$ cat config.mk
export PLATFORM = sky130hd
export DESIGN_NAME = ins_fetch
export DESIGN_NICKNAME = d
export VERILOG_FILES = /design/src/rtl/ins_fetch_pkg.sv /design/src/rtl/ins_fetch_fifo.sv /design/src/rtl/ins_fetch.sv
export SDC_FILE = /design/constraint.sdc
export NUM_CORES = 1
export LEC_CHECK = 0
export ABC_AREA = 1
export BUFFER_PORTS_ARGS = -buffer_cell sky130_fd_sc_hd__buf_4
export CORE_ASPECT_RATIO = 1.75
export CORE_UTILIZATION = 39
export DETAILED_ROUTE_END_ITERATION = 8
export SYNTH_ARGS = -nofsm -noshare
export SYNTH_HDL_FRONTEND = slang
export SYNTH_HIERARCHICAL = 1
export SYNTH_SLANG_ARGS = --single-unit
$ cat constraint.sdc
create_clock -name INS_FETCH_Clk -period 2.6 [get_ports INS_FETCH_Clk]
set_clock_uncertainty 0.05 [all_clocks]
set_input_delay 0.13 -clock INS_FETCH_Clk [delete_from_list [all_inputs] [get_ports INS_FETCH_Clk]]
set_output_delay 0.13 -clock INS_FETCH_Clk [all_outputs]
set_load 0.05 [all_outputs]
$ cat src/rtl/ins_fetch_pkg.sv
// Shared constants and buffer entry type for the instruction fetch stage.
package ins_fetch_pkg;

  localparam int unsigned INSTR_WIDTH    = 32;
  localparam int unsigned FETCH_DEPTH    = 2;
  localparam int unsigned PC_INCR        = 4;
  localparam int unsigned PC_STORE_WIDTH = 32;
  localparam int unsigned CNT_WIDTH      = $clog2(FETCH_DEPTH + 1);

  // pc is stored at full width; the top truncates to ADDR_WIDTH on output
  typedef struct packed {
    logic [INSTR_WIDTH-1:0]    instr;
    logic [PC_STORE_WIDTH-1:0] pc;
  } fetch_entry_t;

endpackage

$ cat src/rtl/ins_fetch_fifo.sv
// Two-entry fetch buffer with flush and simultaneous push/pop; head always in slot 0.
module ins_fetch_fifo
  import ins_fetch_pkg::*;
(
  input  logic                 clk,
  input  logic                 reset,
  input  logic                 flush,
  input  logic                 push,
  input  fetch_entry_t         push_entry,
  input  logic                 pop,
  output fetch_entry_t         head,
  output logic [CNT_WIDTH-1:0] count
);

  fetch_entry_t         entry_q [FETCH_DEPTH];
  fetch_entry_t         entry_d [FETCH_DEPTH];
  logic [CNT_WIDTH-1:0] count_q, count_d;
  logic [CNT_WIDTH-1:0] wr_idx;
  logic                 do_pop;

  always_comb begin
    entry_d = entry_q;
    count_d = count_q;
    do_pop  = pop && (count_q != '0);
    wr_idx  = count_q - CNT_WIDTH'(do_pop);
    if (flush) begin
      count_d = '0;
    end else begin
      if (do_pop) begin
        entry_d[0] = entry_q[1];
      end
      // Issue logic never pushes into a full buffer, so wr_idx stays in range
      if (push) begin
        entry_d[wr_idx[0]] = push_entry;
      end
      count_d = count_q + CNT_WIDTH'(push) - CNT_WIDTH'(do_pop);
    end
  end

  always_ff @(posedge clk) begin
    if (reset) begin
      entry_q <= '{default: '0};
      count_q <= '0;
    end else begin
      entry_q <= entry_d;
      count_q <= count_d;
    end
  end

  assign head  = entry_q[0];
  assign count = count_q;

endmodule

$ cat src/rtl/ins_fetch.sv
// Instruction fetch stage: PC, one-cycle memory read, 2-entry buffer to decode.
// Optional misaligned-redirect trap enabled by defining INS_FETCH_MISALIGN_TRAP_EN.
module ins_fetch
  import ins_fetch_pkg::*;
#(
  parameter int unsigned ADDR_WIDTH = 10,
  parameter int unsigned RESET_PC   = 0
) (
  input  logic                   INS_FETCH_Clk,
  input  logic                   INS_FETCH_Reset,
  input  logic                   INS_FETCH_En,
  input  logic                   INS_FETCH_Redirect,
  input  logic [ADDR_WIDTH-1:0]  INS_FETCH_Redirect_Pc,
  output logic                   INS_FETCH_Mem_Re,
  output logic [ADDR_WIDTH-1:0]  INS_FETCH_Mem_Address,
  input  logic [INSTR_WIDTH-1:0] INS_FETCH_Mem_Data_In,
  output logic                   INS_FETCH_Out_Valid,
  input  logic                   INS_FETCH_Out_Ready,
  output logic [INSTR_WIDTH-1:0] INS_FETCH_Out_Instr,
  output logic [ADDR_WIDTH-1:0]  INS_FETCH_Out_Pc,
  output logic                   INS_FETCH_Misalign
);

  logic [ADDR_WIDTH-1:0] pc_q, pc_d;
  logic [ADDR_WIDTH-1:0] inflight_pc_q, inflight_pc_d;
  logic                  inflight_q, inflight_d;
  logic                  misalign_q, misalign_d;
  logic [ADDR_WIDTH-1:0] target;
  logic [CNT_WIDTH-1:0]  count;
  logic [CNT_WIDTH:0]    occupancy;
  logic                  pop, push, issue;
  fetch_entry_t          head, push_entry;

  assign pop  = INS_FETCH_Out_Valid & INS_FETCH_Out_Ready;
  assign push = inflight_q & ~INS_FETCH_Redirect;

  // Slots committed after this cycle: buffered + in flight - popped now
  assign occupancy = {1'b0, count} + (CNT_WIDTH + 1)'(inflight_q) - (CNT_WIDTH + 1)'(pop);

  assign issue = INS_FETCH_En & ~INS_FETCH_Reset & ~INS_FETCH_Redirect & ~misalign_q
               & (occupancy < (CNT_WIDTH + 1)'(FETCH_DEPTH));

`ifdef INS_FETCH_MISALIGN_TRAP_EN
  assign target     = INS_FETCH_Redirect_Pc;
  assign misalign_d = misalign_q | (INS_FETCH_Redirect & (INS_FETCH_Redirect_Pc[1:0] != 2'b00));
`else
  assign target     = {INS_FETCH_Redirect_Pc[ADDR_WIDTH-1:2], 2'b00};
  assign misalign_d = 1'b0;
`endif

  always_comb begin
    pc_d          = pc_q;
    inflight_pc_d = inflight_pc_q;
    inflight_d    = issue;
    if (INS_FETCH_Redirect) begin
      pc_d = target;
    end else if (issue) begin
      pc_d          = pc_q + ADDR_WIDTH'(PC_INCR);
      inflight_pc_d = pc_q;
    end
  end

  always_ff @(posedge INS_FETCH_Clk) begin
    if (INS_FETCH_Reset) begin
      pc_q          <= ADDR_WIDTH'(RESET_PC);
      inflight_pc_q <= '0;
      inflight_q    <= 1'b0;
      misalign_q    <= 1'b0;
    end else begin
      pc_q          <= pc_d;
      inflight_pc_q <= inflight_pc_d;
      inflight_q    <= inflight_d;
      misalign_q    <= misalign_d;
    end
  end

  assign push_entry = '{instr: INS_FETCH_Mem_Data_In, pc: PC_STORE_WIDTH'(inflight_pc_q)};

  ins_fetch_fifo u_fifo (
    .clk        (INS_FETCH_Clk),
    .reset      (INS_FETCH_Reset),
    .flush      (INS_FETCH_Redirect),
    .push       (push),
    .push_entry (push_entry),
    .pop        (pop),
    .head       (head),
    .count      (count)
  );

  assign INS_FETCH_Mem_Re      = issue;
  assign INS_FETCH_Mem_Address = pc_q;
  assign INS_FETCH_Out_Valid   = (count != '0);
  assign INS_FETCH_Out_Instr   = head.instr;
  assign INS_FETCH_Out_Pc      = head.pc[ADDR_WIDTH-1:0];
  assign INS_FETCH_Misalign    = misalign_q;

endmodule
; ---- Yosys cells after proc, flatten, opt, wreduce, memory -nomap -nowiden
; Index checks and enable logic that the tools add are counted.
[totals]
regBits = 151
inputBits = 47
output_inout_bits = 55
wordCells = 41
[op_classes]
n_addsub = 6
magnitude_cmp = 3
mux = 8
bitwise_logic = 8
n_reduce_logical = 7
[op_table]
columns = operator, n
row1 = 64-bit 2-to-1 mux, 3
row2 = 128-bit bitwise mux, 1
row3 = 128-bit 2-to-1 mux, 1
row4 = 64-bit demux with 1-bit select, 1
row5 = 10-bit 2-to-1 mux, 2
row6 = "10-bit by 3-bit adder with 10-bit output, second input constant", 1
row7 = 1-bit bitwise AND, 5
row8 = 2-bit AND reduction, 2
row9 = 2-bit nonzero test, 2
row10 = 2-bit by 1-bit adder with 3-bit output, 1
row11 = "3-bit by 2-bit < comparator with 1-bit output, second input constant", 1
row12 = 3-bit by 1-bit subtractor with 3-bit output, 1
row13 = 2-bit by 1-bit adder with 2-bit output, 1
row14 = "2-bit >= comparator, second input constant", 1
row15 = 1-bit logical AND, 2
row16 = "2-bit by 1-bit < comparator with 1-bit output, second input constant", 1
row17 = 1-bit NOT, 2
row18 = 1-bit NOT with 2-bit output, 1
row19 = 2-bit OR reduction, 1
row20 = 2-bit by 1-bit subtractor with 2-bit output, 1
row21 = 1-bit subtractor, 1

; ---- Depth between registers and ports, before layout
; Gate-level depths: netlist (run 1).
[logic_depth]
depth_word = 11
depth_mapped = 13
depth_no_buf = 12

; ---- Hierarchy
; Netlist (run 1), hierarchy kept.
[modules_own_cells]
columns = mod, n_inst, cells_per_inst, area_each_um2, seq_area_each_um2
row1 = ins_fetch_fifo, 1, 1062, 6900.4, 2602.5
row2 = ins_fetch, 1, 149, 980.9, 340.3

; ---- Worst setup path before layout (run 1)
; Ideal clock, no wire load.
[synth_timing]
path_kind = register to register
start = register u_fifo.count_q[1], in the netlist u_fifo/count[1]
end = register inflight_pc_q[7]
setup_time_ns = 0.070
arrival_ns = 2.364
required_ns = 2.480
slack_ns = 0.117
stages_incl_launch_ff = 12
n_path_buf = 1
period_less_slack_ns = 2.483
path_cell_list = dfxtp_1 > o21a_1 > ha_1 > or2_2 > fa_1 > nand2_1 > inv_1 > nand2_2 > nor2_4 > buf_4 > o21ai_1 > a21oi_1
[synth_via]
elab_chain_cells = 6
word_cells_on_any_way = 7
cone_classes = 2 x add/sub / 1 x order compare / 2 x bitwise / 2 x reduce/logical
[synth_lines]
columns = element, line_no
row1 = start: declaration, ins_fetch_fifo.sv:17  ; logic [CNT_WIDTH-1:0] count_q, count_d;
row2 = start signal: assignment, ins_fetch_fifo.sv:46  ; count_q <= count_d;
row3 = 2-bit nonzero test, ins_fetch.sv:92  ; assign INS_FETCH_Out_Valid = (count != '0);
row4 = 1-bit bitwise AND, ins_fetch.sv:34  ; assign pop = INS_FETCH_Out_Valid & INS_FETCH_Out_Ready;
row5 = via pop, ins_fetch.sv:31  ; logic pop, push, issue;
row6 = 3-bit by 1-bit subtractor with 3-bit output, ins_fetch.sv:38  ; assign occupancy = {1'b0, count} + (CNT_WIDTH + 1)'(inflight_q) - (CNT_WIDTH + 1)'(pop);
row7 = 3-bit by 2-bit < comparator with 1-bit output, ins_fetch.sv:41  ; & (occupancy < (CNT_WIDTH + 1)'(FETCH_DEPTH));
row8 = 1-bit bitwise AND, ins_fetch.sv:41
row9 = via INS_FETCH_Mem_Re, ins_fetch.sv:14  ; output logic INS_FETCH_Mem_Re,
row10 = 2-bit AND reduction (no source line), --
row11 = end signal: assignment, ins_fetch.sv:71  ; inflight_pc_q <= inflight_pc_d;
row12 = end: declaration, ins_fetch.sv:25  ; logic [ADDR_WIDTH-1:0] inflight_pc_q, inflight_pc_d;
; The timed path passes the listed nets, and every way through them passes these cells.
; A chain may end at the register's enable or synchronous reset.

; ---- Final worst setup path (run 1)
[layout_timing]
start = register u_fifo.count_q[0], in the netlist u_fifo/count[0]
end = output port INS_FETCH_Mem_Re
[layout_via]
elab_chain_cells = 5
word_cells_on_any_way = 6
cone_classes = 2 x add/sub / 1 x order compare / 2 x bitwise / 1 x reduce/logical
[layout_lines]
columns = element, line_no
row1 = 2-bit nonzero test, ins_fetch.sv:92
row2 = 1-bit bitwise AND, ins_fetch.sv:34
row3 = via pop, ins_fetch.sv:31
row4 = 3-bit by 1-bit subtractor with 3-bit output, ins_fetch.sv:38
row5 = 3-bit by 2-bit < comparator with 1-bit output, ins_fetch.sv:41
row6 = 1-bit bitwise AND, ins_fetch.sv:41
row7 = end: declaration, ins_fetch.sv:14
; The timed path passes the listed nets, and every way through them passes these cells.

==> results of run 1 <==
final cells by class:
type / instances / area, sq um / area share [%]
multi-input combinational: 595 / 2730 / 39.8
sequential: 103 / 2070 / 30.1
timing repair buffer: 153 / 1290 / 18.8
inverter: 66 / 248 / 3.61
clock buffer: 9 / 225 / 3.28
tap: 177 / 221 / 3.23
clock inverter: 7 / 80.1 / 1.17
metrics by stage:
step,hold slack [ns],setup WS (ns)
CTS,0.0294,-0.0399
detailed placement,0.316,0.117
global placement,0.310,0.153
finish,0.0306,-0.0201
global route,0.0530,-0.119
floorplan,0.213,0.117
worst max-delay path by stage:
| stage | end | cells past startpoint | startpoint |
|---|---|---|---|
| final | INS_FETCH_Mem_Re | 10 | u_fifo/count[0] |
| after global routing | INS_FETCH_Mem_Re | 10 | u_fifo/count[0] |
| after CTS | INS_FETCH_Mem_Re | 10 | u_fifo/count[0] |
| after detailed placement | INS_FETCH_Mem_Address[2] | 12 | u_fifo/count[0] |
| after global placement | INS_FETCH_Mem_Address[2] | 12 | u_fifo/count[0] |
| after floorplan | inflight_pc_q[7] | 11 | u_fifo/count[1] |
power breakdown:
part | switching [W] | internal, W
Clock | 0.000639 | 0.000757
Combinational | 0.000250 | 0.000180
Sequential | 0.0000292 | 0.00161
critical path: stages (launching register included):
cell and delay (ns):
dfxtp_4 0.35, o21a_1 0.18, ha_1 0.27, or2_4 0.25, fa_1 0.48, nand2_1 0.07
inv_1 0.07, nand2_2 0.07, nor2_4 0.12, buf_12 0.12, buf_12 0.12
what timing repair did:
action / 4_1_cts / 5_1_grt
cloned: 1 / 0
hold endpoints to repair: 32 / 0
resized for setup: 6 / 3
pin swaps: 3 / 1
hold buffers: 32 / 0
endpoints found under the setup margin: 1 / 15
buffers inserted: 5 / 0
metal layers:
layer	up-vias	track usage [%]
li1	2769	-
met1	2405	23.2
met5	-	0
met3	11	3.17
met4	0	6.01
met2	99	35.8
==> metrics, run 1 <==
Root Buffer Master clkbuf_16; CP max FO 3; Mapped Area 5630 sq um; initial core utilization 40.3%; critical path class reg -> out; GPL Wtd Cong 0.776; R2R setup slack 0.08 ns; die height 161 um; Port Buffers 96; Syn Area/Cell 6.48 sq um; Max Freq 0.382 GHz; Worst Hold Launch INS_FETCH_Redirect_Pc[8]; synthesis-to-finish area growth 21.9%; setup ws final -0.0201 ns; outcome finished, violations left; min-delay worst type in -> reg; via count 5284; leak pwr 3.45 nW; drt first-iter violations 218; Syn Inst Count 869; hold endpoint INS_FETCH_Mem_Address[8]; worst r2r src u_fifo/count[0]; reg2reg end inflight_pc_q[9]; global-route wire length before repair 23500 um; reg2reg path depth 12; Longest Clk Path Bufs 2; vias in the first global route 4871; Power Density 505 nW/um^2; Startpoint Class flip-flop; NumNets Final 979; total grt overflow 0; top routing layer used met4; fill count 1476; Max VDD drop 278 uV; most frequent cells in the layout nand2_1, nand3_1, buf_4; Fin. Hold Viols 0; Setup violations, final 1; final max-slew violation count 0; antenna viol nets, final 0; GRT Resource Usage Total 19.7%; failing checks negative setup slack; Initial DRT Pass Iterations 4; Synth Warn # 6; Clock Sinks 103; # diodes 0; Clk Latency, worst-skew pair 0.34 ns; number of buffers created by CTS 9; die width 92.8 um; Die ar. 14900 sq um; final instance area 6860 sq um; io pins 102; # DRC 0; dpl cells 1056; layout cells sized above 1 17.1%; Post-DP HPWL 8880 um; met3 routed WL 545 um; CTS tree built; Hold Crit Depth 5; M1 WL 6050 um; post-route total power 0.00346 W; wire length on met2 7490 um; Post-DP Area 6150 sq um; initial antenna violation count 0; setup TNS -0.0201 ns; final WL 14300 um; RSZ-0062 raised after global routing true; CP arrival 2.44 ns; Util after Layout 49.1%; htree depth 3; commonest non-fill, non-tap cell in the layout nand2_1; Tmin final 2.62 ns; Row Count 57; WP data required 2.42 ns; worst rel slew slack 45.1%; Non-Filler Instances 1110; Worst Setup End Kind primary output; Avg WL per Cell 12.9 um; pin count of the biggest net entering global routing 53; core area 14000 sq um; vias per std cell 4.76; Worst Tran Pin Value 0.822 ns; Final Cycle Share 101%; max cap viols 0; clk slew on worst S/H paths 0.07 ns
Power figures use the tool's default switching activity.
==> run 2: changes to the inputs <==
- CAP_MARGIN: not set -> 10
- CTS_BUF_LIST: not set -> sky130_fd_sc_hd__clkbuf_2 sky130_fd_sc_hd__clkbuf_4 sky130_fd_sc_hd__clkbuf_8
==> metrics, run 2 (synthesized netlist as in run 1, its figures left out) <==
outcome finished, violations left; failing checks negative setup slack; WP data required 2.42 ns (about the same); CTS tree built; worst rel slew slack 46.1% (+1.0 points); CP arrival 2.49 ns (+0.05 ns); Worst Setup End Kind primary output; Max VDD drop 316 uV (+14%); Avg WL per Cell 12.8 um (about the same); setup TNS -0.0933 ns (-0.0731 ns); die width 92.8 um (unchanged); final max-slew violation count 0 (unchanged); Max Freq 0.375 GHz (-1.7%); Fin. Hold Viols 0 (unchanged); Root Buffer Master clkbuf_8; initial antenna violation count 0 (unchanged); # DRC 0 (unchanged); Startpoint Class flip-flop; most frequent cells in the layout nand2_1, nand3_1, buf_4; Post-DP HPWL 8880 um (unchanged); final WL 14300 um (+0.31%); busiest grt layer met2; Power Density 460 nW/um^2 (-8.7%); Final Cycle Share 103% (+1.7 points); pin count of the biggest net entering global routing 53 (unchanged); Worst Tran Pin Value 0.807 ns (-0.0149 ns); fill count 1486 (+0.68%); pre-CTS setup slack 0.117 ns (unchanged); Seq pwr share 52.3% (+5.0 points); drt first-iter violations 222 (+1.8%); switching part of the total 28.2% (+1.7 points); initial core utilization 40.3% (unchanged); Int Pwr 0.00225 W (-12%); Util after Layout 48.7% (-0.43 points); clock power share 33.9% (-6.4 points); vias per std cell 4.76 (about the same); number of buffers created by CTS 9 (unchanged); sw power 0.000885 W (-3.6%); max cap viols 0 (unchanged); Clk Latency, worst-skew pair 0.37 ns (+0.03 ns); io pins 102 (unchanged); Tmin final 2.67 ns (+0.0452 ns); post-route total power 0.00313 W (-9.5%); area of the multi-input gates 2730 sq um (unchanged); part of the power in combinational logic 13.9% (+1.5 points); synthesis-to-finish area growth 20.8%; Setup violations, final 4 (+3); commonest non-fill, non-tap cell in the layout nand2_1; NumNets Final 983 (+0.41%); FF+latch area 2070 sq um (unchanged); clk slew on worst S/H paths 0.10 ns (+0.03 ns); core area 14000 sq um (unchanged); Die ar. 14900 sq um (unchanged); Global Route met2 Usage 36.0% (+0.17 points); via count 5299 (+0.28%); Initial DRT Pass Iterations 5 (+1); Port Buffers 96 (unchanged); layout cells sized above 1 17.2% (+0.034 points); RSZ-0062 raised after global routing true; die height 161 um (unchanged); CP max FO 3 (unchanged); leak pwr 3.42 nW (-0.82%); critical path class reg -> out; M1 GR Usage 23.1% (-0.036 points); grt met3 use 3.08% (-0.095 points); Row Count 57 (unchanged); Clock Sinks 103 (unchanged); htree depth 3 (unchanged); total grt overflow 0 (unchanged); dpl cells 1056 (unchanged); setup ws final -0.0653 ns (-0.0452 ns); GRT Resource Usage Total 19.8% (+0.067 points); GPL Wtd Cong 0.776 (unchanged); Longest Clk Path Bufs 2 (unchanged); Non-Filler Instances 1114 (+0.36%); antenna viol nets, final 0 (unchanged); # diodes 0 (unchanged); global-route wire length before repair 23500 um (+0.20%); vias in the first global route 4871 (unchanged); min-delay worst type in -> reg
[run 2: metrics by stage]
step | hold slack, ns | cell area [sq um]
global route | 0.0143 | 6800
finish | 0.0115 | 6800
global placement | 0.310 | 6150
detailed placement | 0.316 | 6150
floorplan | 0.213 | 5650
CTS | 0.00165 | 6790
[run 2: layout make-up]
cell class	instances	share of cell area, %
flip-flops and latches	103	30.4
clock inverters	7	1.18
multi-input cells	595	40.2
inverters	66	3.64
clock buffers	9	1.82
well taps	177	3.26
repair buffers	157	19.6
[run 2: worst paths after layout]
kind / startpoint / endpoint / slack, ns / cells after the start
max: u_fifo/count[0] / INS_FETCH_Mem_Re / -0.07 / 10
min: INS_FETCH_Redirect_Pc[6] / INS_FETCH_Mem_Address[6] / 0.01 / 5
max reg2reg: u_fifo/count[0] / inflight_pc_q[9] / -0.02 / 13
min reg2reg: u_fifo/head[40] / u_fifo/head[40] / 0.43 / 2
[run 2: power by group through the flow]
| stage | clock, W | sequential (W) | combinational [W] |
|---|---|---|---|
| after global routing | 0.00117 | 0.00164 | 0.000471 |
| after CTS | 0.00109 | 0.00164 | 0.000437 |
| after detailed placement | 0 | 0.00167 | 0.000381 |
| final | 0.00106 | 0.00164 | 0.000435 |
| after global placement | 0 | 0.00167 | 0.000379 |
| after floorplan | 0 | 0.00169 | 0.000241 |
[run 2: timing repair]
action	4_1_cts	5_1_grt
hold endpoints to repair	42	0
hold buffers	35	0
buffers inserted	5	1
gates resized for setup	6	4
pin swaps	3	3
gates cloned	1	0
endpoints found under the setup margin	1	15
[run 2: routing by layer]
layer / vias to the layer above / wire [um]
li1: 2771 / -
met2: 96 / 7450
met4: 0 / 177
met1: 2419 / 6120
met3: 13 / 568
met5: - / 0
[run 2: worst max-delay path: stages (launching register included)]
cell and delay, ns:
dfxtp_4 0.36, o21a_1 0.18, ha_1 0.27, or2_4 0.25
fa_1 0.48, nand2_1 0.07, inv_1 0.07, nand2_2 0.07
nor2_4 0.12, buf_12 0.12, buf_12 0.12
==> run 3: changes to the inputs <==
--- a/config.mk
+++ b/config.mk
@@ -7,8 +7,9 @@
 export LEC_CHECK = 0
 export ABC_AREA = 1
+export ABC_CLOCK_PERIOD_IN_PS = 2600
 export BUFFER_PORTS_ARGS = -buffer_cell sky130_fd_sc_hd__buf_4
 export CAP_MARGIN = 10
 export CORE_ASPECT_RATIO = 1.75
-export CORE_UTILIZATION = 39
+export CORE_UTILIZATION = 40
 export CTS_BUF_LIST = sky130_fd_sc_hd__clkbuf_2 sky130_fd_sc_hd__clkbuf_4 sky130_fd_sc_hd__clkbuf_8
 export DETAILED_ROUTE_END_ITERATION = 8
==> constraint.sdc (replaced) <==
create_clock -name INS_FETCH_Clk -period 2.6 [get_ports INS_FETCH_Clk]
set_clock_uncertainty 0.05 [all_clocks]
set_input_delay 0.26 -clock INS_FETCH_Clk [delete_from_list [all_inputs] [get_ports INS_FETCH_Clk]]
set_output_delay 0.26 -clock INS_FETCH_Clk [all_outputs]
set_load 0.05 [all_outputs]
==> metrics, run 3 (synthesized netlist as in run 1, its figures left out) <==
FF+latch area 2060 sq um (about the same); final instance area 6480 sq um (-4.8%); WP data required 2.29 ns (-0.13 ns); failing checks negative setup slack; outcome finished, violations left; Max Freq 0.375 GHz (-0.12%); Fin. Hold Viols 0 (unchanged); Setup violations, final 1 (-3); min-delay worst type in -> reg; Max VDD drop 205 uV (-35%); synthesis-to-finish area growth 15.0%; Avg WL per Cell 13.1 um (+1.6%); dpl cells 1056 (unchanged); initial core utilization 40.7% (+0.42 points); Worst Setup End Kind primary output; NumNets Final 949 (-3.5%); crit-path leading delay family adder cells; reg2reg path depth 14 (+1); Tmin final 2.67 ns (+0.00326 ns); vias per std cell 4.80 (+0.88%); io pins 102 (unchanged); initial antenna violation count 0 (unchanged); total grt overflow 0 (unchanged); Initial DRT Pass Iterations 6 (+1); core area 13800 sq um (-1.0%); Clk Latency, worst-skew pair 0.36 ns (about the same); Row Count 57 (unchanged); most frequent cells in the layout nand2_1, nand3_1, buf_4; drt first-iter violations 292 (+32%); crit-path max cell delay 0.49 ns (about the same); pin count of the biggest net entering global routing 51 (-3.8%); Port Buffers 96 (unchanged); Worst Tran Pin Value 0.816 ns (+0.00826 ns); leak pwr 3.28 nW (-4.2%); reg2reg end INS_FETCH_Mem_Address[8]; setup ws final -0.0685 ns (-0.00326 ns); htree depth 3 (unchanged); Critical Path Sink INS_FETCH_Mem_Re; Util after Layout 46.8% (-1.9 points); worst rel slew slack 45.5% (-0.55 points); Longest Clk Path Bufs 2 (unchanged); # diodes 0 (unchanged); Post-DP Area 6160 sq um (+0.16%); final WL 14100 um (-1.7%); fill count 1517 (+2.1%); CP startpoint u_fifo/count[0]; worst r2r src u_fifo/count[0]; GPL Wtd Cong 0.774 (-0.27%); Stages on worst setup path 9 (-1); vias in the first global route 4784 (-1.8%); max cap viols 0 (unchanged); commonest non-fill, non-tap cell in the layout nand2_1; area of the multi-input gates 2800 sq um (+2.3%); Post-DP HPWL 8850 um (-0.38%); R2R setup slack 0.02 ns (+0.04 ns); CP max FO 2 (-1); antenna viol nets, final 0 (unchanged); RSZ-0062 raised after global routing true; layout cells sized above 1 19.1% (+1.9 points); slowest CP cell fa_1; Clock Sinks 103 (unchanged); # DRC 0 (unchanged); Startpoint Class flip-flop; CP Cell Sequence o21a_1 -> ha_1 -> or2_4 -> fa_1 -> nand2_2 -> inv_2 -> nand2_4 -> nor2_4 -> buf_6; critical path class reg -> out; Final Cycle Share 103% (+0.13 points); Power Density 472 nW/um^2 (+2.5%); CP arrival 2.36 ns (-0.13 ns); Non-Filler Instances 1078 (-3.2%); GRT Resource Usage Total 19.6% (-0.19 points); via count 5173 (-2.4%); number of buffers created by CTS 9 (unchanged); final max-slew violation count 0 (unchanged); global-route wire length before repair 23200 um (-1.2%); die height 159 um (-1.2%); Root Buffer Master clkbuf_8; CTS tree built; setup TNS -0.0685 ns (+0.0247 ns); die width 91.7 um (-1.2%); buffer and inverter count on the worst path 2 (-1); clk slew on worst S/H paths 0.10 ns (about the same); Die ar. 14600 sq um (-2.5%)
## run 3: cell types whose count changed in the layout (fill, tap and decap cells not counted), sizes merged, moves of 2 or more
cell	delta
clkinv	-2
inv	-2
dlygate4sd3	-35
clkbuf	+2
## run 3: layer usage
layer	track usage, %	share of wire [%]	vias to the layer above
met4	6.06	1.4	0
met5	0	0	-
met1	24.1	44	2343
met3	2.67	3.1	13
met2	34.9	52	110
li1	-	-	2707
## run 3: tightest hold or removal path, stage by stage
cell and delay [ns]:
buf_4 0.08, nor2_1 0.03, nor2_1 0.08
## run 3: power breakdown
part / switching (W) / internal [W] / total, W / leakage (nW)
Clock: 0.000549 / 0.000473 / 0.00102 / 0.0909
Combinational: 0.000247 / 0.000149 / 0.000396 / 2.35
Sequential: 0.0000314 / 0.00161 / 0.00164 / 0.835
## run 3: area by class of cell
type	instances	area share, %
Multi-Input combinational cell	596	43.2
Sequential cell	103	31.9
Timing Repair Buffer	122	14.8
Inverter	66	3.83
Tap cell	177	3.42
Clock buffer	11	2.24
Clock inverter	3	0.696
## run 3: worst min path at each step
stage | from | depth (start not counted) | endpoint | slack [ns]
2_1_floorplan | INS_FETCH_Mem_Data_In[0] | 2 | flip-flop | 0.34
3_3_place_gp | u_fifo/head[58] | 2 | u_fifo/head[58] | 0.41
5_1_grt | INS_FETCH_Mem_Data_In[4] | 3 | flip-flop | 0.07
3_5_place_dp | u_fifo/head[6] | 2 | u_fifo/head[6] | 0.41
6_report | INS_FETCH_Mem_Data_In[23] | 3 | flip-flop | 0.07
4_1_cts | INS_FETCH_Mem_Data_In[4] | 3 | flip-flop | 0.05
## run 3: repair_timing
item                                    in CTS  in global routing
setup buffers                                6                  1
pin swaps                                    5                  9
gates cloned                                 0                  1
hold buffers                                 0                  0
gates resized for setup                      4                 20
endpoints found under the setup margin       1                 13
## run 3: stage by stage
stage,setup slack [ns],hold WS [ns],power [W]
after detailed placement,0.144,0.408,0.00206
final,-0.0685,0.0695,0.00306
after floorplan,0.104,0.343,0.00193
after global placement,0.183,0.406,0.00206
after global routing,-0.174,0.0651,0.00319
after CTS,-0.130,0.0515,0.00309
